**config.mk**
```make
export PLATFORM = sky130hd
export DESIGN_NAME = dot_seq
export DESIGN_NICKNAME = d
export VERILOG_FILES = /design/src/rtl/dot_pkg.sv /design/src/rtl/dot_fifo.sv /design/src/rtl/dot_seq.sv
export SDC_FILE = /design/constraint.sdc
export NUM_CORES = 1
export LEC_CHECK = 0
export CAP_MARGIN = 10
export CORE_ASPECT_RATIO = 1.5
export CORE_MARGIN = 2
export CORE_UTILIZATION = 61
export DETAILED_ROUTE_END_ITERATION = 10
export PLACE_DENSITY_LB_ADDON = 0.3
export SYNTH_ARGS = -nofsm -noshare
export SYNTH_HDL_FRONTEND = slang
export SYNTH_SLANG_ARGS = --single-unit
```
**constraint.sdc**
```tcl
create_clock -name ck -period 7.7 [get_ports ck]
set_input_delay 1.54 -clock ck [delete_from_list [all_inputs] [get_ports ck]]
set_output_delay 1.54 -clock ck [all_outputs]
set_load 0.02 [all_outputs]
```
**src/rtl/dot_pkg.sv**
```systemverilog
// Shared types and constants for the dot-product sequencer.
package dot_pkg;

    localparam int unsigned MUL_LAT    = 8;
    localparam int unsigned GUARD_INIT = 9;
    localparam int unsigned GUARD_W    = 4;
    localparam int unsigned PROD_W     = 17;
    localparam int unsigned OP_W       = 8;
    localparam int unsigned CNT_W      = 8;

    typedef enum logic [2:0] {
        IDLE,
        ISSUE,
        WAIT,
        ACC,
        DONE
    } state_e;

    typedef struct packed {
        logic [OP_W-1:0] a;
        logic [OP_W-1:0] b;
        logic            last;
    } fifo_entry_t;

endpackage

```
**src/rtl/dot_fifo.sv**
```systemverilog
// Operand-pair FIFO with registered full/empty flags; DEPTH must be a power of 2.
module dot_fifo
    import dot_pkg::*;
#(
    parameter int unsigned DEPTH = 4
) (
    input  logic        ck,
    input  logic        rst,
    input  logic        push,
    input  fifo_entry_t wr_data,
    input  logic        pop,
    output fifo_entry_t rd_data,
    output logic        full,
    output logic        empty
);

    localparam int unsigned AW = $clog2(DEPTH);

    fifo_entry_t   mem_q [DEPTH];
    logic [AW-1:0] wr_q, wr_d;
    logic [AW-1:0] rd_q, rd_d;
    logic [AW:0]   cnt_q, cnt_d;
    logic          full_q, full_d;
    logic          empty_q, empty_d;
    logic          do_push, do_pop;

    // Pointers wrap naturally because DEPTH is a power of 2.
    always_comb begin
        do_push = push && !full_q;
        do_pop  = pop && !empty_q;
        wr_d    = do_push ? wr_q + AW'(1) : wr_q;
        rd_d    = do_pop  ? rd_q + AW'(1) : rd_q;
        cnt_d   = cnt_q + (AW+1)'(do_push) - (AW+1)'(do_pop);
        full_d  = (cnt_d == (AW+1)'(DEPTH));
        empty_d = (cnt_d == '0);
    end

    // full is held high through reset so the producer sees back-pressure.
    always_ff @(posedge ck) begin
        if (rst) begin
            wr_q    <= '0;
            rd_q    <= '0;
            cnt_q   <= '0;
            full_q  <= 1'b1;
            empty_q <= 1'b1;
        end else begin
            wr_q    <= wr_d;
            rd_q    <= rd_d;
            cnt_q   <= cnt_d;
            full_q  <= full_d;
            empty_q <= empty_d;
        end
    end

    always_ff @(posedge ck) begin
        if (do_push) begin
            mem_q[wr_q] <= wr_data;
        end
    end

    assign rd_data = mem_q[rd_q];
    assign full    = full_q;
    assign empty   = empty_q;

endmodule

```
**src/rtl/dot_seq.sv**
```systemverilog
// Dot-product sequencer driving an external 8x8 shift-add multiplier.
// Define DOT_SAT_EN for a saturating accumulator with a sticky out_sat flag.
module dot_seq
    import dot_pkg::*;
#(
    parameter int unsigned DEPTH = 4,
    parameter int unsigned ACC_W = 24,
    parameter int unsigned TMO   = 12
) (
    input  logic              ck,
    input  logic              rst,
    input  logic              in_valid,
    output logic              in_ready,
    input  logic [OP_W-1:0]   in_a,
    input  logic [OP_W-1:0]   in_b,
    input  logic              in_last,
    output logic              out_valid,
    input  logic              out_ready,
    output logic [ACC_W-1:0]  out_sum,
    output logic [CNT_W-1:0]  out_cnt,
    output logic              err,
`ifdef DOT_SAT_EN
    output logic              out_sat,
`endif
    output logic [OP_W-1:0]   mul_a,
    output logic [OP_W-1:0]   mul_b,
    output logic              mul_start,
    input  logic [PROD_W-1:0] mul_o,
    input  logic              mul_fin
);

    localparam int unsigned TW = $clog2(TMO + 1);

    state_e             state_q, state_d;
    logic [GUARD_W-1:0] guard_q, guard_d;
    logic [TW-1:0]      tmo_q, tmo_d;
    logic [OP_W-1:0]    a_q, a_d;
    logic [OP_W-1:0]    b_q, b_d;
    logic               last_q, last_d;
    logic [PROD_W-1:0]  prod_q, prod_d;
    logic [ACC_W-1:0]   acc_q, acc_d;
    logic [CNT_W-1:0]   cnt_q, cnt_d;
    logic               err_q, err_d;
    logic               out_valid_q, out_valid_d;
    logic [ACC_W-1:0]   out_sum_q, out_sum_d;
    logic [CNT_W-1:0]   out_cnt_q, out_cnt_d;
    logic               mul_start_q, mul_start_d;
`ifdef DOT_SAT_EN
    logic               sat_q, sat_d;
    logic [ACC_W:0]     sum_ext;
`endif

    fifo_entry_t wr_entry;
    fifo_entry_t head;
    logic        fifo_pop;
    logic        fifo_full;
    logic        fifo_empty;

    assign wr_entry = '{a: in_a, b: in_b, last: in_last};

    dot_fifo #(
        .DEPTH (DEPTH)
    ) u_fifo (
        .ck      (ck),
        .rst     (rst),
        .push    (in_valid),
        .wr_data (wr_entry),
        .pop     (fifo_pop),
        .rd_data (head),
        .full    (fifo_full),
        .empty   (fifo_empty)
    );

    always_comb begin
        state_d     = state_q;
        tmo_d       = tmo_q;
        a_d         = a_q;
        b_d         = b_q;
        last_d      = last_q;
        prod_d      = prod_q;
        acc_d       = acc_q;
        cnt_d       = cnt_q;
        err_d       = err_q;
        out_valid_d = out_valid_q;
        out_sum_d   = out_sum_q;
        out_cnt_d   = out_cnt_q;
        fifo_pop    = 1'b0;
`ifdef DOT_SAT_EN
        sat_d       = sat_q;
        sum_ext     = '0;
`endif

        case (state_q)
            IDLE: begin
                // A high mul_fin here is stale; starting now would make mul misbehave.
                if (!fifo_empty && (guard_q == '0) && !mul_fin) begin
                    fifo_pop = 1'b1;
                    a_d      = head.a;
                    b_d      = head.b;
                    last_d   = head.last;
                    state_d  = ISSUE;
                end
            end
            ISSUE: begin
                tmo_d   = '0;
                state_d = WAIT;
            end
            WAIT: begin
                if (mul_fin) begin
                    prod_d  = mul_o;
                    state_d = ACC;
                end else if (tmo_q == TW'(TMO - 1)) begin
                    prod_d  = '0;
                    err_d   = 1'b1;
                    state_d = ACC;
                end else begin
                    tmo_d = tmo_q + TW'(1);
                end
            end
            ACC: begin
`ifdef DOT_SAT_EN
                sum_ext = {1'b0, acc_q} + (ACC_W+1)'(prod_q);
                if (sum_ext[ACC_W]) begin
                    acc_d = '1;
                    sat_d = 1'b1;
                end else begin
                    acc_d = sum_ext[ACC_W-1:0];
                end
`else
                acc_d = acc_q + ACC_W'(prod_q);
`endif
                cnt_d = cnt_q + CNT_W'(1);
                if (last_q) begin
                    out_valid_d = 1'b1;
                    out_sum_d   = acc_d;
                    out_cnt_d   = cnt_d;
                    state_d     = DONE;
                end else begin
                    state_d = IDLE;
                end
            end
            DONE: begin
                if (out_ready) begin
                    acc_d       = '0;
                    cnt_d       = '0;
                    out_valid_d = 1'b0;
                    state_d     = IDLE;
`ifdef DOT_SAT_EN
                    sat_d       = 1'b0;
`endif
                end
            end
            default: state_d = IDLE;
        endcase

        guard_d     = (guard_q != '0) ? guard_q - GUARD_W'(1) : guard_q;
        mul_start_d = (state_d == ISSUE);
    end

    always_ff @(posedge ck) begin
        if (rst) begin
            state_q     <= IDLE;
            guard_q     <= GUARD_W'(GUARD_INIT);
            tmo_q       <= '0;
            a_q         <= '0;
            b_q         <= '0;
            last_q      <= 1'b0;
            prod_q      <= '0;
            acc_q       <= '0;
            cnt_q       <= '0;
            err_q       <= 1'b0;
            out_valid_q <= 1'b0;
            out_sum_q   <= '0;
            out_cnt_q   <= '0;
            mul_start_q <= 1'b0;
`ifdef DOT_SAT_EN
            sat_q       <= 1'b0;
`endif
        end else begin
            state_q     <= state_d;
            guard_q     <= guard_d;
            tmo_q       <= tmo_d;
            a_q         <= a_d;
            b_q         <= b_d;
            last_q      <= last_d;
            prod_q      <= prod_d;
            acc_q       <= acc_d;
            cnt_q       <= cnt_d;
            err_q       <= err_d;
            out_valid_q <= out_valid_d;
            out_sum_q   <= out_sum_d;
            out_cnt_q   <= out_cnt_d;
            mul_start_q <= mul_start_d;
`ifdef DOT_SAT_EN
            sat_q       <= sat_d;
`endif
        end
    end

    assign in_ready  = !fifo_full;
    assign out_valid = out_valid_q;
    assign out_sum   = out_sum_q;
    assign out_cnt   = out_cnt_q;
    assign err       = err_q;
    assign mul_a     = a_q;
    assign mul_b     = b_q;
    assign mul_start = mul_start_q;
`ifdef DOT_SAT_EN
    assign out_sat   = sat_q;
`endif

endmodule

```
# After elaboration in Yosys (flattened, before gate mapping)
# Memory sizes are Yosys's and may differ from the RTL's. A register that Yosys moved wholly into a read port is not among the register bits.
# Cells that the tools add are included.
# W data, S select, Z words.
# totals
output_inout_bits	52
ramBits	68
n_memories	1
reg_bits	104
elab_cells	80
input_bits	39
# mem_list
name	words	width	rd	rd_clocked_by_memory_dff	wr	line_no	rtl
u_fifo.mem_q	4	17	1	1	1	dot_fifo.sv:19	fifo_entry_t mem_q [DEPTH];
# classes
add_sub_neg	8
n_bitwise	1
reduce_logical	21
eq_ne	11
mux	22
# op_table
cell	n
$pmux W24 S2	1
$mux W17	2
$add A24 B17 Y24	1
$mux W24	1
$pmux W8 S2	1
$mux W3	5
$pmux W3 S5	1
$reduce_and A3 Y1	3
$add A8 B1 Y8 const B	1
$mux W4	2
$mux W8	1
$ne A2 B2 Y1 const B	4
$pmux W4 S2	1
$reduce_and A2 Y1	4
$eq A3 B1 Y1 const B	2
$eq A3 B2 Y1 const B	2
$eq A3 B3 Y1 const B	2
$logic_not A3 Y1	2
$mux W1	6
$reduce_bool A2 Y1	3
$add A2 B1 Y2 const B	2
$add A4 B1 Y4 const B	1
$eq A4 B4 Y1 const B	1
$logic_and A1 B1 Y1	4
other kinds (8)	10

# Depth between registers and ports, before layout
# Gate-level depths: netlist of run 1.
# depth
depth_word	8
ltp_mapped	13
mapped_depth_nobuf	12

# By module
# Synthesis of run 1 repeated with hierarchy kept, for this count alone.
# hier_totals
hier_cells	756
area_unflattened_um2	8164.1
# by_module_without_submodules
module	seq_area_each_um2	n_inst	cells_each	area_per_inst_um2
dot_seq	2242.2	1	617	5177.5
dot_fifo	2262.2	1	139	2986.6

# Worst setup path after synthesis of run 1
# No wires, ideal clock.
# synth_timing
path_kind	input-to-reg
start	input port mul_fin
end	register u_fifo.empty_q, in the netlist u_fifo.empty
path_buffers	0
t_arrival_ns	2.867
path_stages	7
setup_slack_ns	4.755
cell_sequence	nor3_1 -> ha_1 -> inv_1 -> ha_1 -> fa_1 -> nor2b_1 -> nor3_1
# synth_via
elab_chain_len	7
# synth_rtl
element	line_no	rtl
from (decl)	dot_seq.sv:29	input logic mul_fin
$logic_not A1 Y1	dot_seq.sv:96	if (!fifo_empty && (guard_q == '0) && !mul_fin) begin
$logic_and A1 B1 Y1	dot_seq.sv:96	
$mux W1	dot_seq.sv:96	
$mux W1	dot_seq.sv:93	case (state_q)
$logic_and A1 B1 Y1	dot_fifo.sv:30	do_pop = pop && !empty_q;
$sub A3 B1 Y3	dot_fifo.sv:33	cnt_d = cnt_q + (AW+1)'(do_push) - (AW+1)'(do_pop);
via u_fifo.cnt_d[1]	dot_fifo.sv:22	logic [AW:0] cnt_q, cnt_d;
$logic_not A3 Y1	dot_fifo.sv:35	empty_d = (cnt_d == '0);
to (signal assigned)	dot_fifo.sv:51	empty_q <= empty_d;
to (decl)	dot_fifo.sv:24	logic empty_q, empty_d;
# The timed path passes the listed nets, and every way through them passes these cells.
# A chain may end at the register's enable or synchronous reset.

# Worst setup path in the final report of run 1
# layout_timing
start	input port mul_fin
end	register prod_q[4]
# layout_via
elab_chain_len	2
word_cells_on_any_way	3
classes_between	mux (1); reduce/logical (2)
# layout_rtl
element	line_no	rtl
$reduce_bool A2 Y1 (no line)	--	
$reduce_and A2 Y1 (no line)	--	
to (signal assigned)	dot_seq.sv:186	prod_q <= prod_d;
to (decl)	dot_seq.sv:40	logic [PROD_W-1:0] prod_q, prod_d;
# Several ways; a longest one is shown, not always the timed one.

==> results of run 1 <==
[cells in the mapped netlist (15+ instances only)]
master and count:
xnor2_1 21, nand2_1 92, nor2_1 87, a21oi_1 55, ha_1 27, inv_1 21
a22oi_1 27, clkbuf_1 31, mux4_2 17, dfxtp_1 121, a211oi_1 15, o21ai_0 16
edfxtp_1 68
[layout make-up]
cell class | count | area share
clock buffer | 22 | 0.0471
clock inverter | 10 | 0.0109
inverter | 21 | 0.00818
multi-input combinational | 514 | 0.353
sequential | 189 | 0.463
tap | 159 | 0.0206
timing repair buffer | 95 | 0.0971
[cells in the final DEF, fill, tap and decap left out, types with 4 or more instances in the layout]
cell / instances
a22o_1: 7
a21oi_1: 55
a21o_1: 4
edfxtp_1: 68
a311oi_1: 4
nand2_1: 92
xor2_1: 9
nor2_1: 87
a31oi_1: 7
or3_1: 5
o21ai_0: 16
nor3_1: 12
or4_1: 5
o211ai_1: 4
and4_1: 4
ha_1: 27
a211oi_1: 15
and3_1: 8
xnor2_1: 21
nor4_1: 4
nand4_1: 6
nand2b_1: 6
dfxtp_1: 121
inv_6: 4
a22oi_1: 27
clkdlybuf4s50_1: 89
inv_1: 21
nor2b_1: 5
mux4_2: 17
and2_1: 6
clkbuf_16: 17
clkbuf_1: 4
buf_4: 6
nand3_1: 14
[per-stage QoR]
stage	area, um2	instances
2_1_floorplan	8180	769
3_3_place_gp	9080	978
3_5_place_dp	9080	978
4_1_cts	9640	1010
5_1_grt	9640	1010
6_report	9640	1010
[power breakdown]
group	switching (mW)	internal (mW)
clock	0.381	0.461
combinational	0.0555	0.0467
sequential	0.0117	1.06
total	0.448	1.57
[worst register-to-register path, stage by stage (launching register included)]
cell and delay (ns):
dfxtp_1 0.32, ha_1 0.38, a21oi_2 0.21, o21ai_0 0.15, a31oi_1 0.24, nand2_1 0.21
a31oi_2 0.63, nor4_1 0.11, a311o_1 0.37
[worst min-delay path by stage]
stage	from	end	cells after the start
final	mul_b[2]	mul_b[2]	2
after global routing	mul_b[6]	mul_b[6]	2
after CTS	out_sum[0]	out_sum[0]	2
after detailed placement	mul_b[6]	mul_b[6]	2
after global placement	mul_b[5]	mul_b[5]	2
after floorplan	acc_q[11]	acc_q[11]	2
[logic make-up (layout without fill, tap and decap cells)]
logic type,after synthesis,count (layout)
and+or+nand+nor,267,267
DFF,189,189
AOI/OAI and AO/OA,169,169
buffers and inverters,66,148
xor gates and xnor gates,30,30
adders and majority gates,29,29
muxes,19,19
[per-layer routing]
metal,up-vias,global-route usage,routed length [um]
li1,2925,-,-
met1,2987,0.287,7020
met2,254,0.486,10200
met3,55,0.0543,1090
met5,-,0,0
met4,0,0.125,625
[flip-flops by register name, summed over array words and instances (netlist names), 2 cells and up]
register,cells
guard_q,4
prod_q,17
state_q,3
acc_q,24
u_fifo.rd_q,2
u_fifo.wr_q,2
u_fifo.cnt_q,3
u_fifo.mem_q,68
cnt_q,8
tmo_q,4
out_sum,24
mul_a,8
out_cnt,8
mul_b,8
==> key figures, run 1 <==
Run status
  • Status: completed

Drt
  • DRT iter0 DRCs: 388
  • Drc violations: 0
  • ANT nets after route: 0
  • Final wirelength: 19.0 mm
  • Per-cell routed wire length: 18.8 um
  • Drt first pass iters: 5
  • Vias: 6,221
  • Vias per inst: 6.16

Yosys
  • Post-Syn Instances: 769
  • Main area contributors after synthesis: dfxtp_1, edfxtp_1, mux4_2
  • Area fraction of the dominant cell type after synthesis: 0.296
  • EDFF count, synth: 68
  • Register area share after synthesis: 0.546
  • Synth cell types: 66
  • Leading area contributor after synthesis: dfxtp_1
  • Largest family of logic cells by synthesized area: simple AND/OR/NAND/NOR gates
  • Primary FF master, synth: dfxtp_1
  • Post-synthesis register bit count: 189
  • Ys async rst share: 0
  • XOR/XNOR Fraction of Synth Area: 0.0321
  • Post-Synth Simple-Gate Area: 0.151
  • Syn. warnings: 0
  • Synth Area in Adders: 0.0462
  • Synthesized area: 8180 um2
  • Synth Area in Compound Gates: 0.138
  • Syn_area_per_cell: 10.6 um2
  • Syn Nets: 837
  • Multiplexer share of the synthesized area: 0.0493

Layout
  • Multi-input logic area: 3400 um2
  • Area grow syn2layout: 17.9%
  • Diodes inserted: 0
  • Share of layout cells above drive strength 1: 0.0764
  • Fin nets: 906
  • Register area: 4460 um2
  • Fillcell total: 907
  • Final design utilization: 0.740

Worst setup path
  • Number of cells on the critical path: 6
  • Critical path fanouts, max: 18
  • Reg2Reg Setup Slack: 4.95 ns
  • Reg-to-reg endpoint: out_sum[17]
  • Slowest stage delay, CP: 0.96 ns
  • CP Capture Point: prod_q[4]
  • Reg2reg path depth: 8
  • Slowest cell on the critical path: nor3_2
  • Delay-heaviest family, CP: simple AND/OR/NAND/NOR gates
  • Worst Setup Path Type: input port to register
  • Worst path cell trace: clkdlybuf4s50_1, inv_1, nor3_2, nor2_1, a22oi_1, nor2_1
  • Crit path DAT: 4.20 ns
  • Crit. Startpoint: mul_fin
  • CP bufs+invs: 2
  • Crit end category: register
  • Worst endpoint required time: 7.96 ns
  • Most frequent CP cell: nor2_1
  • R2r startpoint: prod_q[8]
  • Startpoint types: input port

Placement
  • DPL Wire Length: 12.6 mm
  • GPL Wtd Cong: 0.941
  • Setup WS pre-CTS: 3.39 ns
  • IO buf count: 90

Floorplan
  • IO Pins: 91
  • Row cnt: 51
  • Die height: 146 um
  • Die area: 14,400 um2
  • Chip width: 98.5 um
  • Initial Util: 0.628
  • Core Region: 13,000 um2

Clock network
  • Clock Sinks: 189
  • TritonCTS Buffers: 17
  • Clk root buf: clkbuf_16
  • CTS tree: done
  • Clock Pin Slew Worst Setup and Hold Paths: 0.07 ns
  • CTS Hold Bufs: 0
  • Clk buf depth: 2
  • Resize count post-CTS: 0
  • Post-CTS Setup Bufs: 0
  • Clock latency at the later pin of the worst-skew pair: 0.43 ns
  • H-tree levels: 4

Timing
  • Setup violators final: 0
  • Slew HR: 0.187
  • Period minus WS final: 3.94 ns
  • Worst Max-Slew Pin Slew: 1.21 ns
  • Max Slew Vio Count: 0
  • TNS Setup: 0 ns
  • Worst Setup Slack, final: 3.76 ns
  • Maximum clock rate: 254 MHz
  • Hold Vio Cnt, Final: 0
  • Hold WS: 0.454 ns
  • Final Skew: 0.0120 ns
  • Final worst-path cycle share: 0.512
  • RSZ-0062 raised after global routing: no

GRT
  • Total global routing overflow: 0
  • Total track usage: 0.265
  • Initial antenna violation count: 0
  • First-pass GRT wire length: 30.2 mm
  • Vias in the first global route: 6,295
  • Largest net degree at the start of global routing: 102

Pwr
  • Power density over the cells: 209 nW/um2
  • PnR Total Power: 2.01 mW
  • LEAKAGE: 3.38 nW
  • Peak supply drop: 0.154 mV

Run
  • Max-cap violations: 0

Hold path
  • Min-Delay Path Class: register to register
Note: power is estimated with default switching activity, not from simulation.
==> inputs of run 2 (changes only) <==
Settings changed: CORE_UTILIZATION 61 to 56.
Clock period 7.7 ns to 3.95 ns, I/O delays scaled along.
==> run 2 against run 1 <==
Compared with the run above: setup slack got worse by 2.5 ns; critical endpoint is now out_sum[17]; final area increased by 1.6%; first-iteration DRC count decreased by 35%; combinational power increased by 93%; utilization decreased by 6.0 points; clock-buffer cell count decreased by 5; hold slack improved by 0.0010 ns; non-clock buffer count increased by 3; total power increased by 100%.
==> key figures, run 2 (synthesis results as in run 1) <==
Clock network
  • CTS tree: done
  • Resize count post-CTS: 0 (unchanged)
  • Clock latency at the later pin of the worst-skew pair: 0.44 ns (about the same)
  • H-tree levels: 4 (unchanged)
  • Clock Pin Slew Worst Setup and Hold Paths: 0.08 ns (about the same)
  • Clock Sinks: 189 (unchanged)
  • CTS Hold Bufs: 0 (unchanged)
  • Post-CTS Setup Bufs: 0 (unchanged)
  • Clk buf depth: 2 (unchanged)
  • TritonCTS Buffers: 17 (unchanged)
  • Clk root buf: clkbuf_16

Pwr
  • LEAKAGE: 3.44 nW (+1.7%)
  • Power density over the cells: 417 nW/um2 (+100%)
  • Switching pwr: 954 uW (+110%)
  • Internal power: 3.13 mW (+100%)
  • Sw frac: 0.233 (+0.0108)
  • Comb power frac: 0.048 (-0.003)
  • Peak supply drop: 0.387 mV (+150%)
  • PnR Total Power: 4.09 mW (+100%)
  • Clock share of power: 0.442 (+0.024)
  • Sequential cell fraction of total power: 0.510 (-0.021)

GRT
  • First-pass GRT wire length: 30.1 mm (-0.43%)
  • Initial antenna violation count: 0 (unchanged)
  • Total global routing overflow: 0 (unchanged)
  • Largest net degree at the start of global routing: 60 (-41%)
  • Vias in the first global route: 6,334 (+0.62%)
  • Total track usage: 0.247 (-0.0181)

Hold path
  • Hold depth: 2 (unchanged)
  • Min-Delay Path Class: register to register
  • HP Start: mul_a[7]
  • Hold EP: mul_a[7]

Placement
  • GPL Wtd Cong: 0.907 (-3.6%)
  • Placed inst area: 9150 um2 (+0.76%)
  • IO buf count: 90 (unchanged)
  • Setup WS pre-CTS: 1.02 ns (-2.37 ns)
  • Placed Cells: 1,018 (+4.1%)
  • DPL Wire Length: 12.4 mm (-1.1%)

Worst setup path
  • Worst endpoint required time: 4.28 ns (-3.68 ns)
  • R2r startpoint: prod_q[8]
  • Crit end category: register
  • Slowest cell on the critical path: a31oi_2
  • Startpoint types: register
  • Reg2reg path depth: 8 (unchanged)
  • Reg2Reg Setup Slack: 1.24 ns (-3.71 ns)
  • Reg-to-reg endpoint: out_sum[17]
  • Crit. Startpoint: prod_q[8]
  • Slowest stage delay, CP: 0.62 ns (-0.34 ns)
  • Critical path fanouts, max: 16 (-2)
  • Worst Setup Path Type: register to register
  • Crit path DAT: 3.04 ns (-1.16 ns)
  • Worst path cell trace: ha_1, a21oi_2, o21ai_0, a31oi_1, nand2_1, a31oi_2, nor4_1, a311o_1

Run status
  • Status: completed

Timing
  • RSZ-0062 raised after global routing: no
  • Final worst-path cycle share: 0.687
  • Setup violators final: 0 (unchanged)
  • Final Skew: 0.0106 ns (-0.00144 ns)
  • Worst Setup Slack, final: 1.24 ns (-2.52 ns)
  • Worst Max-Slew Pin Slew: 1.02 ns (-0.196 ns)
  • Hold Vio Cnt, Final: 0 (unchanged)
  • Period minus WS final: 2.71 ns
  • Max Slew Vio Count: 0 (unchanged)
  • TNS Setup: 0 ns (unchanged)
  • Slew HR: 0.318 (+0.131)
  • Maximum clock rate: 369 MHz

Floorplan
  • Die area: 15,600 um2 (+8.6%)
  • Chip width: 103 um (+4.2%)
  • Die height: 152 um (+4.2%)
  • Row cnt: 54 (+5.9%)
  • IO Pins: 91 (unchanged)
  • Initial Util: 0.568 (-0.0600)
  • Core Region: 14,400 um2 (+11%)

Layout
  • Commonest non-fill, non-tap cells in the layout: dfxtp_1, nand2_1, clkdlybuf4s50_1
  • Fillcell total: 1,110 (+22%)
  • Leading cell type in the layout, fill and taps excluded: dfxtp_1
  • Area grow syn2layout: 19.8%
  • Fin nets: 909 (+0.33%)
  • Largest Register: u_fifo.mem_q
  • Diodes inserted: 0 (unchanged)
  • Design Area, Final: 9790 um2 (+1.6%)
  • Share of layout cells above drive strength 1: 0.0843 (+0.00793)
  • Layout Cells excl Fill: 1,050 (+4.0%)
  • Number of flip-flops under the largest register name: 68 (unchanged)

Drt
  • ANT nets after route: 0 (unchanged)
  • Vias per inst: 5.79 (-6.0%)
  • Vias: 6,080 (-2.3%)
  • DRT iter0 DRCs: 252 (-35%)
  • Per-cell routed wire length: 17.3 um (-7.7%)
  • Drc violations: 0 (unchanged)
  • Drt first pass iters: 5 (unchanged)
  • Final wirelength: 18.2 mm (-4.1%)

Run
  • Max-cap violations: 0 (unchanged)
==> run 2: cell count changes in the layout (fill, tap and decap cells not counted) <==
| cell | before | now |
|---|---|---|
| clkinv_4 | 3 | 1 |
| inv_8 | 0 | 3 |
| clkinvlp_4 | 1 | 0 |
| clkbuf_1 | 4 | 0 |
| bufinv_16 | 1 | 2 |
| clkbuf_8 | 1 | 0 |
| buf_4 | 6 | 9 |
| inv_4 | 1 | 0 |
| clkinv_8 | 0 | 5 |
==> run 2: worst max path at each step <==
stage / endpoint / slack, ns
after global placement: u_fifo.mem_q[2][14] / 1.10
final: out_sum[17] / 1.24
after CTS: out_sum[17] / 1.27
after floorplan: u_fifo.empty / 1.54
after detailed placement: u_fifo.mem_q[0][14] / 1.02
after global routing: out_sum[23] / 1.0
==> run 2: final cells by class <==
type / instances / area, um2 / area share
Inverter: 21 / 78.8 / 0.00805
Multi-Input combinational cell: 514 / 3400 / 0.347
Clock buffer: 17 / 425 / 0.0434
Timing Repair Buffer: 98 / 958 / 0.0979
Clock inverter: 15 / 219 / 0.0224
Sequential cell: 189 / 4460 / 0.456
Tap cell: 196 / 245 / 0.0250
==> run 2: per-layer routing <==
metal  global-route usage  vias up  wire [um]
li1                     -     2924          -
met1                0.275     2929       6920
met2                0.444      182       9940
met3               0.0575       45        907
met4               0.0959        0        452
met5                    0        -          0
==> run 2: stage by stage <==
stage	utilization	hold WS (ns)
2_1_floorplan	-	0.429
3_3_place_gp	0.636	0.438
3_5_place_dp	0.636	0.448
4_1_cts	0.680	0.458
5_1_grt	0.680	0.481
6_report	0.680	0.455
==> run 2: power groups by stage <==
stage                     Clock [mW]  Combinational (mW)  Sequential [mW]
after floorplan                    0               0.115             2.12
after global placement             0               0.186             2.12
after detailed placement           0               0.196             2.13
after CTS                       1.83               0.199             2.08
after global routing            1.92               0.216             2.09
final                           1.81               0.197             2.08
==> run 2: worst max-delay path, delay by kind of cell, from the launching register on <==
family / cells / cell delay [ns]
AOI/OAI and AO/OA: 5 / 1.58
and+or+nand+nor: 2 / 0.34
DFF: 1 / 0.32
adders and majority gates: 1 / 0.37
